$ cat src/rtl/div_issue_queue.sv
// rtl/div_issue_queue.sv - in-order issue queue and result tagger for the iterative divider (optional memo: DIV_RESULT_CACHE_EN)

package riscv_div_pkg;
  typedef enum logic [2:0] {
    DIV_NONE = 3'd0,
    DIV      = 3'd1,
    DIVU     = 3'd2,
    REM      = 3'd3,
    REMU     = 3'd4
  } riscv_div_op_e;
endpackage

module div_issue_queue
  import riscv_div_pkg::*;
#(
  parameter int DATA_W = 32,
  parameter int TAG_W  = 5,
  parameter int QDEPTH = 2
) (
  input  logic              clk,
  input  logic              rst,
  input  logic              flush,
  input  logic              req_valid,
  output logic              req_ready,
  input  logic [DATA_W-1:0] req_dataA,
  input  logic [DATA_W-1:0] req_dataB,
  input  riscv_div_op_e     req_op,
  input  logic [TAG_W-1:0]  req_tag,
  output logic              div_req_valid,
  input  logic              div_req_ready,
  output logic [DATA_W-1:0] div_req_dataA,
  output logic [DATA_W-1:0] div_req_dataB,
  output riscv_div_op_e     div_req_op,
  input  logic              div_rsp_valid,
  output logic              div_rsp_ready,
  input  logic [DATA_W-1:0] div_rsp_result,
  output logic              wb_valid,
  input  logic              wb_ready,
  output logic [DATA_W-1:0] wb_result,
  output logic [TAG_W-1:0]  wb_tag,
  output logic              wb_hit
);

  localparam int PTR_W = (QDEPTH > 1) ? $clog2(QDEPTH) : 1;
  localparam logic [PTR_W:0] DEPTH_C = (PTR_W+1)'(QDEPTH);

  typedef enum logic [1:0] {S_IDLE, S_ISSUE, S_BUSY, S_RESP} state_e;

  logic [DATA_W-1:0] q_a   [QDEPTH];
  logic [DATA_W-1:0] q_b   [QDEPTH];
  riscv_div_op_e     q_op  [QDEPTH];
  logic [TAG_W-1:0]  q_tag [QDEPTH];

  logic [PTR_W-1:0]  wr_ptr, rd_ptr;
  logic [PTR_W:0]    count;
  logic              full, push, pop;

  state_e            state;
  logic              squash;
  logic [DATA_W-1:0] inf_a, inf_b;
  riscv_div_op_e     inf_op;
  logic [TAG_W-1:0]  inf_tag;
  logic [DATA_W-1:0] wb_result_q;
  logic [TAG_W-1:0]  wb_tag_q;
  logic              wb_hit_q;

  logic [DATA_W-1:0] head_a, head_b;
  riscv_div_op_e     head_op;
  logic [TAG_W-1:0]  head_tag;
  logic              cache_hit;
  logic [DATA_W-1:0] cache_rd;

  assign full      = (count == DEPTH_C);
  assign req_ready = !full && !flush;
  assign push      = req_valid && req_ready;
  // The FSM only pops while idle, and never in a flush cycle.
  assign pop       = (state == S_IDLE) && (count != '0) && !flush;

  assign head_a   = q_a[rd_ptr];
  assign head_b   = q_b[rd_ptr];
  assign head_op  = q_op[rd_ptr];
  assign head_tag = q_tag[rd_ptr];

  assign div_req_valid = (state == S_ISSUE);
  assign div_req_dataA = inf_a;
  assign div_req_dataB = inf_b;
  assign div_req_op    = inf_op;
  assign div_rsp_ready = (state == S_BUSY);
  assign wb_valid      = (state == S_RESP);
  assign wb_result     = wb_result_q;
  assign wb_tag        = wb_tag_q;
  assign wb_hit        = wb_hit_q;

`ifdef DIV_RESULT_CACHE_EN
  logic              cache_valid;
  logic [DATA_W-1:0] cache_a, cache_b, cache_result;
  riscv_div_op_e     cache_op;

  assign cache_hit = cache_valid && (cache_a == head_a) && (cache_b == head_b) && (cache_op == head_op);
  assign cache_rd  = cache_result;

  // One-entry memo of the last divider result that was actually delivered.
  always_ff @(posedge clk) begin
    if (rst || flush) begin
      cache_valid  <= 1'b0;
      cache_a      <= '0;
      cache_b      <= '0;
      cache_op     <= DIV_NONE;
      cache_result <= '0;
    end else if (state == S_BUSY && div_rsp_valid && !squash) begin
      cache_valid  <= 1'b1;
      cache_a      <= inf_a;
      cache_b      <= inf_b;
      cache_op     <= inf_op;
      cache_result <= div_rsp_result;
    end
  end
`else
  assign cache_hit = 1'b0;
  assign cache_rd  = '0;
`endif

  // Queue payload storage; written only on an accepted request.
  always_ff @(posedge clk) begin
    if (push) begin
      q_a[wr_ptr]   <= req_dataA;
      q_b[wr_ptr]   <= req_dataB;
      q_op[wr_ptr]  <= req_op;
      q_tag[wr_ptr] <= req_tag;
    end
  end

  // Queue pointers and occupancy; flush empties the queue.
  always_ff @(posedge clk) begin
    if (rst || flush) begin
      wr_ptr <= '0;
      rd_ptr <= '0;
      count  <= '0;
    end else begin
      if (push) wr_ptr <= wr_ptr + 1'b1;
      if (pop)  rd_ptr <= rd_ptr + 1'b1;
      case ({push, pop})
        2'b10:   count <= count + 1'b1;
        2'b01:   count <= count - 1'b1;
        default: count <= count;
      endcase
    end
  end

  // Issue/response FSM: one divide in flight, squash tracks a response owed after flush.
  always_ff @(posedge clk) begin
    if (rst) begin
      state       <= S_IDLE;
      squash      <= 1'b0;
      inf_a       <= '0;
      inf_b       <= '0;
      inf_op      <= DIV_NONE;
      inf_tag     <= '0;
      wb_result_q <= '0;
      wb_tag_q    <= '0;
      wb_hit_q    <= 1'b0;
    end else begin
      case (state)
        S_IDLE: begin
          if (pop) begin
            inf_a   <= head_a;
            inf_b   <= head_b;
            inf_op  <= head_op;
            inf_tag <= head_tag;
            if (head_op == DIV_NONE) begin
              wb_result_q <= '0;
              wb_tag_q    <= head_tag;
              wb_hit_q    <= 1'b1;
              state       <= S_RESP;
            end else if (cache_hit) begin
              wb_result_q <= cache_rd;
              wb_tag_q    <= head_tag;
              wb_hit_q    <= 1'b1;
              state       <= S_RESP;
            end else begin
              state <= S_ISSUE;
            end
          end
        end
        S_ISSUE: begin
          if (div_req_ready) begin
            state <= S_BUSY;
            if (flush) squash <= 1'b1;
          end else if (flush) begin
            state <= S_IDLE;
          end
        end
        S_BUSY: begin
          if (div_rsp_valid) begin
            if (squash || flush) begin
              squash <= 1'b0;
              state  <= S_IDLE;
            end else begin
              wb_result_q <= div_rsp_result;
              wb_tag_q    <= inf_tag;
              wb_hit_q    <= 1'b0;
              state       <= S_RESP;
            end
          end else if (flush) begin
            squash <= 1'b1;
          end
        end
        S_RESP: begin
          if (flush || wb_ready) state <= S_IDLE;
        end
        default: state <= S_IDLE;
      endcase
    end
  end

endmodule
$ cat config.mk
export PLATFORM = sky130hd
export DESIGN_NAME = div_issue_queue
export DESIGN_NICKNAME = d
export VERILOG_FILES = /design/src/rtl/div_issue_queue.sv
export SDC_FILE = /design/constraint.sdc
export NUM_CORES = 1
export LEC_CHECK = 0
export BUFFER_PORTS_ARGS = -buffer_cell sky130_fd_sc_hd__buf_2
export CAP_MARGIN = 40
export CORE_MARGIN = 2
export CORE_UTILIZATION = 30
export CTS_CLUSTER_DIAMETER = 120
export DETAILED_ROUTE_END_ITERATION = 10
export MAX_ROUTING_LAYER = met4
export SKIP_CTS_REPAIR_TIMING = 1
export SLEW_MARGIN = 20
export SYNTH_ARGS = -nofsm -noshare
export SYNTH_HDL_FRONTEND = slang
export SYNTH_SLANG_ARGS = --single-unit
$ cat constraint.sdc
create_clock -name clk -period 5.7 [get_ports clk]
set_input_delay 0.285 -clock clk [delete_from_list [all_inputs] [get_ports clk]]
set_output_delay 0.285 -clock clk [all_outputs]
set_load 0.05 [all_outputs]
==> metrics list, run 1 <==
* CTS H-tree lvls: 1
- Counting the buffers created by CTS gives 29.
- Die outline width: 179.9 µm
* Port bufs: 219
- The internal power of the cells totals 3.271 mW.
- STA puts the critical path data arrival time at 3.44 ns.
- Maximum fanout encountered on the critical timing path: 80
* Vertical die dimension: 179.9 µm
- Most common cell after layout, fill and taps aside: sky130_fd_sc_hd__buf_2
- Post-synthesis sequential area ratio: 72.07%
- Post-CTS clock slew at the launch and capture registers of the worst setup and hold paths: 0.06 ns
* CTS tree: yes
- Crit path buffers/inverters: 3
* Cell leakage power: 4.779 nW
* Number of global-route vias before repair: 5665
* Fin cells: 1372
- The Yosys step of the flow raised 0 warnings.
* Critical Path Sink Type: flop
- Data required time at the worst endpoint: 6.14 ns
* Final setup violating endpoints: 0
- Fraction of power consumed by sequential logic: 48.3%
* Std cell rows: 64
* Number of flip-flops and latches in the synthesized netlist: 262
* GRT Total Usage: 12.56%
* Maximum number of pins on one net before global-route repair: 81
- In the final routed layout, each cell accounts on average for 15.76 µm.
- The detailed router finished its first iteration with 187 violations.
* Total Routed Length: 21.63 mm
- Detailed placement ended at an HPWL of 13.11 mm.
* Net count of the mapped netlist: 749
* Synth-to-layout area growth: 37.22%
* Net count reported at finish: 1067
- The total area inside the core boundary comes to 0.03051 mm².
- The first global-routing pass estimated 31.42 mm of wire.
* Combinational share of power: 11.8%
- Last weighted congestion value of the routability-driven placer: 0.7362
- DRC: 0
- Worst slew slack as a fraction of its limit: 46.65%
- The worst hold path belongs to the class in2reg.
* Number of failing hold endpoints at the final stage: 0
- After detailed placement, the design holds a cell count of 1211.
- Clock network fraction of total power: 39.9%
* Max-cap violation count: 0
- Dominant register cell in the synthesized netlist: sky130_fd_sc_hd__edfxtp_1
* Worst stage delay on the critical path: 0.74 ns
* Initial Util: 30.41%
- The first detailed-routing pass ran for 4 iterations.
- Final worst clock skew: 0.01109 ns
- Counting flops with a built-in enable in the synthesized netlist gives 144.
* Share of final-layout standard cells stronger than drive strength 1: 28.16%
* Total Die Area: 0.03235 mm²
* Routed vias: 6050
- After technology mapping, the gate count stands at 632.
- Final Max Slew Viols: 0
- In this run the cell area of the synthesized design comes to 0.009278 mm².
- Clk_lat worst skew: 0.55 ns
- Sinks on the clock net: 262
- Overall overflow remaining after global route: 0
- Mean area per synthesized cell: 14.68 µm²
- Fmax: 0.3330 GHz
* Number of antenna violations at the first check in global routing: 3
- In this run the power density over the cells is 341.8 mW/mm².
* Largest buffer count on any clock path: 3
- Critical-path top delay cell: sky130_fd_sc_hd__buf_4
* Post-route minimum period: 3.003 ns
- Ordered list of cells on the worst path: inv_1 > ha_1 > nor2b_1 > o21ai_0 > inv_4 > buf_4 > nor2_1 > a211oi_1
* IO Count: 220
* Most frequent cells in the layout: sky130_fd_sc_hd__buf_2 (218), sky130_fd_sc_hd__edfxtp_1 (144), sky130_fd_sc_hd__dfxtp_1 (117)
* Startpoint type of the worst setup path: flop
- RSZ-0062 raised after global routing: no
- Switching part of the total: 24.84%
- After synthesis, the netlist uses 36 different library cells.
* Async S/R FF share, synth: 0%
- Run status: complete, no violations
* CP Class: reg2reg
- For the pin with the worst max-slew slack, the measured transition is 0.7976 ns.
* CTS root buffer: sky130_fd_sc_hd__clkbuf_16
* Detail-routed via count per cell: 4.410
* Crit path max-delay family: buffers and inverters
- Summed negative setup slack over all endpoints: 0 ns
- VDD sags by at most 0.2380 mV.
- Remaining number of nets flagged by the antenna check after routing: 0
* NetSw: 1.081 mW
- Tcrit/Tclk final: 52.69%
## power by group through the flow
stage	combinational [mW]	sequential, mW	clock, mW
after floorplan	0.219	2.25	0
final	0.514	2.10	1.74
after CTS	0.459	2.10	1.80
after detailed placement	0.457	2.14	0
after global placement	0.448	2.14	0
after global routing	0.558	2.11	1.88
## final cells by class
cell class | count | area [µm²]
repair buffers | 332 | 2271
clock inverters | 7 | 70.07
inverters | 5 | 21.27
well taps | 396 | 495.5
fillers | 2774 | 17780
multi-input cells | 320 | 2362
flip-flops and latches | 262 | 6690
diodes | 3 | 7.507
clock buffers | 47 | 813.3
## routing by layer
metal	share of wire (%)	GRT usage, %
met4	1.9	3.902
met5	0	-
met2	49	20.57
met3	6.6	3.707
met1	43	14.92
## sequential cells by signal, indices dropped and copies added (netlist names), named ones only
signal	cells
wb_hit	1
inf_tag	5
squash	1
count	2
q_b	64
div_req_dataB	32
div_req_op	3
wb_result	32
q_a	64
rd_ptr	1
wb_tag	5
state	2
wr_ptr	1
q_tag	10
q_op	6
div_req_dataA	32
## cells by family after synthesis
| group | count (synthesis) | share of synthesized area [%] |
|---|---|---|
| fa+ha+maj | 6 | 0.8091 |
| flops | 262 | 72.07 |
| simple gates | 107 | 5.219 |
| compound gates | 125 | 10.45 |
| xor+xnor | 5 | 0.4721 |
| buf+inv | 50 | 2.670 |
| mux | 77 | 8.307 |
## final timing paths
path | start | end | slack, ns | cells after the start
max | state[0] | div_req_dataB[15] | 2.70 | 8
min | flush | rd_ptr | 0.09 | 2
max reg2reg | state[0] | div_req_dataB[15] | 2.70 | 8
min reg2reg | wb_result[26] | wb_result[26] | 0.48 | 1
## cell usage after synthesis (7+ instances only)
cell type | n | share of area [%]
sky130_fd_sc_hd__a211oi_1 | 75 | 6.1
sky130_fd_sc_hd__a22o_1 | 32 | 3.0
sky130_fd_sc_hd__buf_1 | 10 | 0.40
sky130_fd_sc_hd__buf_2 | 12 | 0.65
sky130_fd_sc_hd__clkbuf_1 | 17 | 0.69
sky130_fd_sc_hd__dfxtp_1 | 118 | 25
sky130_fd_sc_hd__edfxtp_1 | 144 | 47
sky130_fd_sc_hd__mux2i_1 | 77 | 8.3
sky130_fd_sc_hd__nand2_1 | 7 | 0.28
sky130_fd_sc_hd__nor2_1 | 84 | 3.4
## through the flow
step                area (µm²)  hold slack, ns  worst slack [ns]  total power [mW]  utilization, %
global route             12730         0.09960             2.341             4.550           41.73
floorplan                 9278          0.3839            0.5662             2.468               -
finish                   12730         0.09207             2.697             4.352           41.73
global placement         10710          0.4552             2.771             2.588           35.09
CTS                      11680         -0.1061             2.717             4.361           38.29
detailed placement       10800          0.4586             2.746             2.599           35.40
(Power assumes the default switching activity.)
==> inputs of run 2 (changes only) <==
--- a/config.mk
+++ b/config.mk
@@ -5,6 +5,7 @@
 export SDC_FILE = /design/constraint.sdc
 export NUM_CORES = 1
 export LEC_CHECK = 0
+export ABC_AREA = 1
 export BUFFER_PORTS_ARGS = -buffer_cell sky130_fd_sc_hd__buf_2
 export CAP_MARGIN = 40
 export CORE_MARGIN = 2
==> constraint.sdc (replaced) <==
create_clock -name clk -period 3 [get_ports clk]
set_input_delay 0.15 -clock clk [delete_from_list [all_inputs] [get_ports clk]]
set_output_delay 0.15 -clock clk [all_outputs]
set_load 0.05 [all_outputs]
==> metrics list, run 2 <==
* Hold Crit Depth: 5 (was 2)
- The post-route setup TNS was 0 ns (unchanged).
- Number of flip-flops and latches in the synthesized netlist: 262 (unchanged)
- The start point of the worst hold path was div_rsp_result[19] (was flush).
* NetSw: 2.958 mW (was 1.081 mW)
- Total Routed Length: 23.86 mm (was 21.63 mm)
- Synth-to-layout area growth: 36.48% (was 37.22%)
* CTS H-tree lvls: 1 (unchanged)
- The count of max-cap constraint violations was 0 (unchanged).
- The proportion of netlist area held by the largest area contributor was 44.34% (was 46.61%).
- The net count of the mapped netlist came to 1024 (was 749).
- Fillers: 3039 (was 2774)
* Power Total: 9.697 mW (was 4.352 mW)
- Initial Util: 30.21% (was 30.41%)
* Largest voltage drop on the vdd net: 0.5689 mV (was 0.2380 mV)
- The routability congestion estimate from global placement is 0.7341 (was 0.7362).
* Worst slew slack as a fraction of its limit: 45.67% (was 46.65%)
* Std cell rows: 66 (was 64)
* Clk_lat worst skew: 0.55 ns (about the same)
- Violated checks: negative hold slack
- The transition time at the pin with the least slew margin is 0.8150 ns (was 0.7976 ns).
- The post-DP HPWL came to 14.50 mm (was 13.11 mm).
- Total Die Area: 0.03397 mm² (was 0.03235 mm²)
- Synthesized netlist cell count: 907 (was 632)
- The depth of the worst register-to-register path is 7 (was 8).
* Sinks on the clock net: 262 (unchanged)
* Classification of the worst-slack hold path: in2reg (unchanged)
* Post-route minimum period: 2.325 ns
- The switching power share of the total is 30.50% (was 24.84%).
- The final non-filler cell total is 1684 (was 1372).
- Number of enable flip-flop cells after synthesis: 144 (unchanged)
- The post-synthesis cell type with the largest combined area is sky130_fd_sc_hd__edfxtp_1 (unchanged).
- The most common cell after layout, fill and taps aside is sky130_fd_sc_hd__nand2_1 (was sky130_fd_sc_hd__buf_2).
* Fmax: 0.4301 GHz
* WL per Instance: 14.17 µm (was 15.76 µm)
* Area inside the core boundary: 0.03229 mm² (was 0.03051 mm²)
- Main area contributors after synthesis: sky130_fd_sc_hd__edfxtp_1 (44%), sky130_fd_sc_hd__dfxtp_1 (24%), sky130_fd_sc_hd__nand2_1 (9.6%), sky130_fd_sc_hd__a31oi_1 (4.1%), sky130_fd_sc_hd__o21ai_0 (3.5%) (was sky130_fd_sc_hd__edfxtp_1 (47%), sky130_fd_sc_hd__dfxtp_1 (25%), sky130_fd_sc_hd__mux2i_1 (8.3%), sky130_fd_sc_hd__a211oi_1 (6.1%), sky130_fd_sc_hd__nor2_1 (3.4%))
* Total number of yosys warnings: 0 (unchanged)
- Number of instances in the placed design: 1526 (was 1211)
- CP startpoint: state[0] (unchanged)
- Final core utilization: 41.23% (was 41.73%)
- Tcrit/Tclk final: 77.51%
- The CTS tree was yes (unchanged).
- Global-route wire length before repair: 35.02 mm (was 31.42 mm)
- The via density per instance was 4.428 (was 4.410).
- Netlist area before placement: 0.009753 mm² (was 0.009278 mm²)
* Share of final-layout standard cells stronger than drive strength 1: 25.87% (was 28.16%)
- Critical Path AT: 2.18 ns (was 3.44 ns)
- Combinational share of power: 21.5% (was 11.8%)
- The buffer depth of the longest clock path was 3 (unchanged).
* Most frequent cells in the layout: sky130_fd_sc_hd__nand2_1 (250), sky130_fd_sc_hd__buf_2 (219), sky130_fd_sc_hd__edfxtp_1 (144) (was sky130_fd_sc_hd__buf_2 (218), sky130_fd_sc_hd__edfxtp_1 (144), sky130_fd_sc_hd__dfxtp_1 (117))
- Run status: finished with violations (was complete, no violations)
- The share of flip-flops with an asynchronous set or reset came to 0% (unchanged).
- The relative contribution of sequential cells to total power came to 42.1% (was 48.3%).
- The number of antenna violations at the first check in global routing came to 1 (was 3).
* Hold Slack: -0.04170 ns (was 0.09207 ns)
* Fraction of met2 tracks used by global routing: 22.18% (was 20.57%)
- Count leader, synth: sky130_fd_sc_hd__nand2_1 (was sky130_fd_sc_hd__edfxtp_1)
* Fraction of met1 tracks used by global routing: 15.29% (was 14.92%)
- Post-CTS clock slew at the launch and capture registers of the worst setup and hold paths: 0.06 ns (about the same)
- The final global-route overflow total came to 0 (unchanged).
* Setup slack, reg-to-reg: 0.88 ns (was 2.70 ns)
- The final number of setup-violating endpoints was 0 (unchanged).
- Number of distinct library cell variants in the gate-level netlist after synthesis: 29 (was 36)
- Final setup slack of the worst path: 0.6748 ns (was 2.697 ns)
- Data required time at the worst endpoint: 2.85 ns (was 6.14 ns)
- Number of global-route vias before repair: 6689 (was 5665)
* Top Registers: q_a x64, q_b x64 (unchanged)
* Number of failing hold endpoints at the final stage: 3 (was 0)
- The multi-input logic area is 0.002640 mm² (was 0.002362 mm²).
- The maximum fanout encountered on the critical timing path came to 38 (was 80).
* Maximum number of pins on one net before global-route repair: 93 (was 81)
* Port bufs: 219 (unchanged)
* First DRT Iteration DRCs: 337 (was 187)
* Worst setup slack before clock tree synthesis: 0.9001 ns (was 2.746 ns)
* Critical Path Sink Type: primary output (was flop)
* Routed vias: 7457 (was 6050)
- Remaining number of nets flagged by the antenna check after routing: 0 (unchanged)
- Dominant register cell in the synthesized netlist: sky130_fd_sc_hd__edfxtp_1 (unchanged)
- The startpoint-to-endpoint class of the critical path was reg2out (was reg2reg).
- The number of nets in the finished design came to 1335 (was 1067).
- The sequential area share after synthesis is 68.56% (was 72.07%).
* CTS root buffer: sky130_fd_sc_hd__clkbuf_16 (unchanged)
* Mean area per synthesized cell: 10.75 µm² (was 14.68 µm²)
* Vertical die dimension: 184.3 µm (was 179.9 µm)
* Number of buffers created by CTS: 29 (unchanged)
- RSZ-0062 raised after global routing: no (unchanged)
- Clock network fraction of total power: 36.4% (was 39.9%)
- Grt peak-use layer: met2 (unchanged)
* Die outline width: 184.3 µm (was 179.9 µm)
- Most instantiated cells after synthesis: sky130_fd_sc_hd__nand2_1 (250), sky130_fd_sc_hd__edfxtp_1 (144), sky130_fd_sc_hd__dfxtp_1 (118), sky130_fd_sc_hd__o21ai_0 (68), sky130_fd_sc_hd__a31oi_1 (64) (was sky130_fd_sc_hd__edfxtp_1 (144), sky130_fd_sc_hd__dfxtp_1 (118), sky130_fd_sc_hd__nor2_1 (84), sky130_fd_sc_hd__mux2i_1 (77), sky130_fd_sc_hd__a211oi_1 (75)).
* Startpoint type of the worst setup path: flop (unchanged)
- The internal cell power came to 6.740 mW (was 3.271 mW).
- Final Max Slew Viols: 0 (unchanged)
- Cell leakage power: 5.486 nW (was 4.779 nW)
- The worst clock skew came to 0.01977 ns (was 0.01109 ns).
- The total power per unit cell area was 728.5 mW/mm² (was 341.8 mW/mm²).
- Number of search-and-repair iterations in the first detailed-routing pass: 5 (was 4)
- The I/O pin total came to 220 (unchanged).
* DRC: 0 (unchanged)
* Met3 usage: 4.940% (was 3.707%)
* GRT Total Usage: 13.39% (was 12.56%)
- The total area of sequential cells was 0.006688 mm² (was 0.006690 mm²).
-- run 2: cell count changes after synthesis, moves of 8 or more --
cell,previous run,this run
sky130_fd_sc_hd__inv_1,5,27
sky130_fd_sc_hd__a21oi_2,0,20
sky130_fd_sc_hd__mux2i_1,77,5
sky130_fd_sc_hd__a21oi_1,3,22
sky130_fd_sc_hd__nand3_1,0,37
sky130_fd_sc_hd__a31oi_1,1,64
sky130_fd_sc_hd__nand2_1,7,250
sky130_fd_sc_hd__buf_1,10,2
sky130_fd_sc_hd__a22o_1,32,0
sky130_fd_sc_hd__nor2_1,84,63
sky130_fd_sc_hd__clkbuf_1,17,31
sky130_fd_sc_hd__a211oi_1,75,3
sky130_fd_sc_hd__o21ai_0,6,68
-- run 2: cell families after synthesis --
logic type	Yosys count	share of synthesized area (%)
DFF	262	68.56
and+or+nand+nor	359	14.56
AOI/OAI and AO/OA	182	11.03
adders and majority gates	6	0.7697
buffers and inverters	93	4.567
muxes	5	0.5132
-- run 2: layer usage --
metal / vias to the layer above / routed length [µm]
li1: 3746 / -
met1: 3433 / 10220
met2: 240 / 11290
met3: 38 / 1870
met4: 0 / 471
met5: - / 0
-- run 2: through the flow --
stage	instance area, µm²	hold slack [ns]
after detailed placement	11320	0.3407
after floorplan	9772	0.2285
after global routing	13310	0.003866
final	13310	-0.04170
after CTS	12280	-0.2540
after global placement	11320	0.3366
-- run 2: final timing paths --
path | end
max | div_rsp_ready
min | wb_result[19]
max reg2reg | wb_result[23]
min reg2reg | squash
-- run 2: worst max-delay path: stages (launching register included) --
cell and delay [ns]:
sky130_fd_sc_hd__dfxtp_1 0.33, sky130_fd_sc_hd__inv_1 0.12, sky130_fd_sc_hd__ha_1 0.39, sky130_fd_sc_hd__buf_4 0.43
sky130_fd_sc_hd__buf_2 0.34
-- run 2: power groups by stage --
stage,clock network [mW],registers (mW),logic (mW)
after floorplan,0,4.56,1.15
after global placement,0,4.16,1.95
after detailed placement,0,4.16,1.98
after CTS,3.63,4.09,1.99
after global routing,3.79,4.11,2.28
final,3.53,4.09,2.08
-- run 2: final cells by class --
class | count | area share, %
Sequential cell | 262 | 50.24
Multi-Input combinational cell | 552 | 19.83
Timing Repair Buffer | 341 | 17.61
Clock buffer | 41 | 6.204
Tap cell | 442 | 4.155
Clock inverter | 13 | 0.9869
Inverter | 32 | 0.9493
Antenna cell | 1 | 0.01880
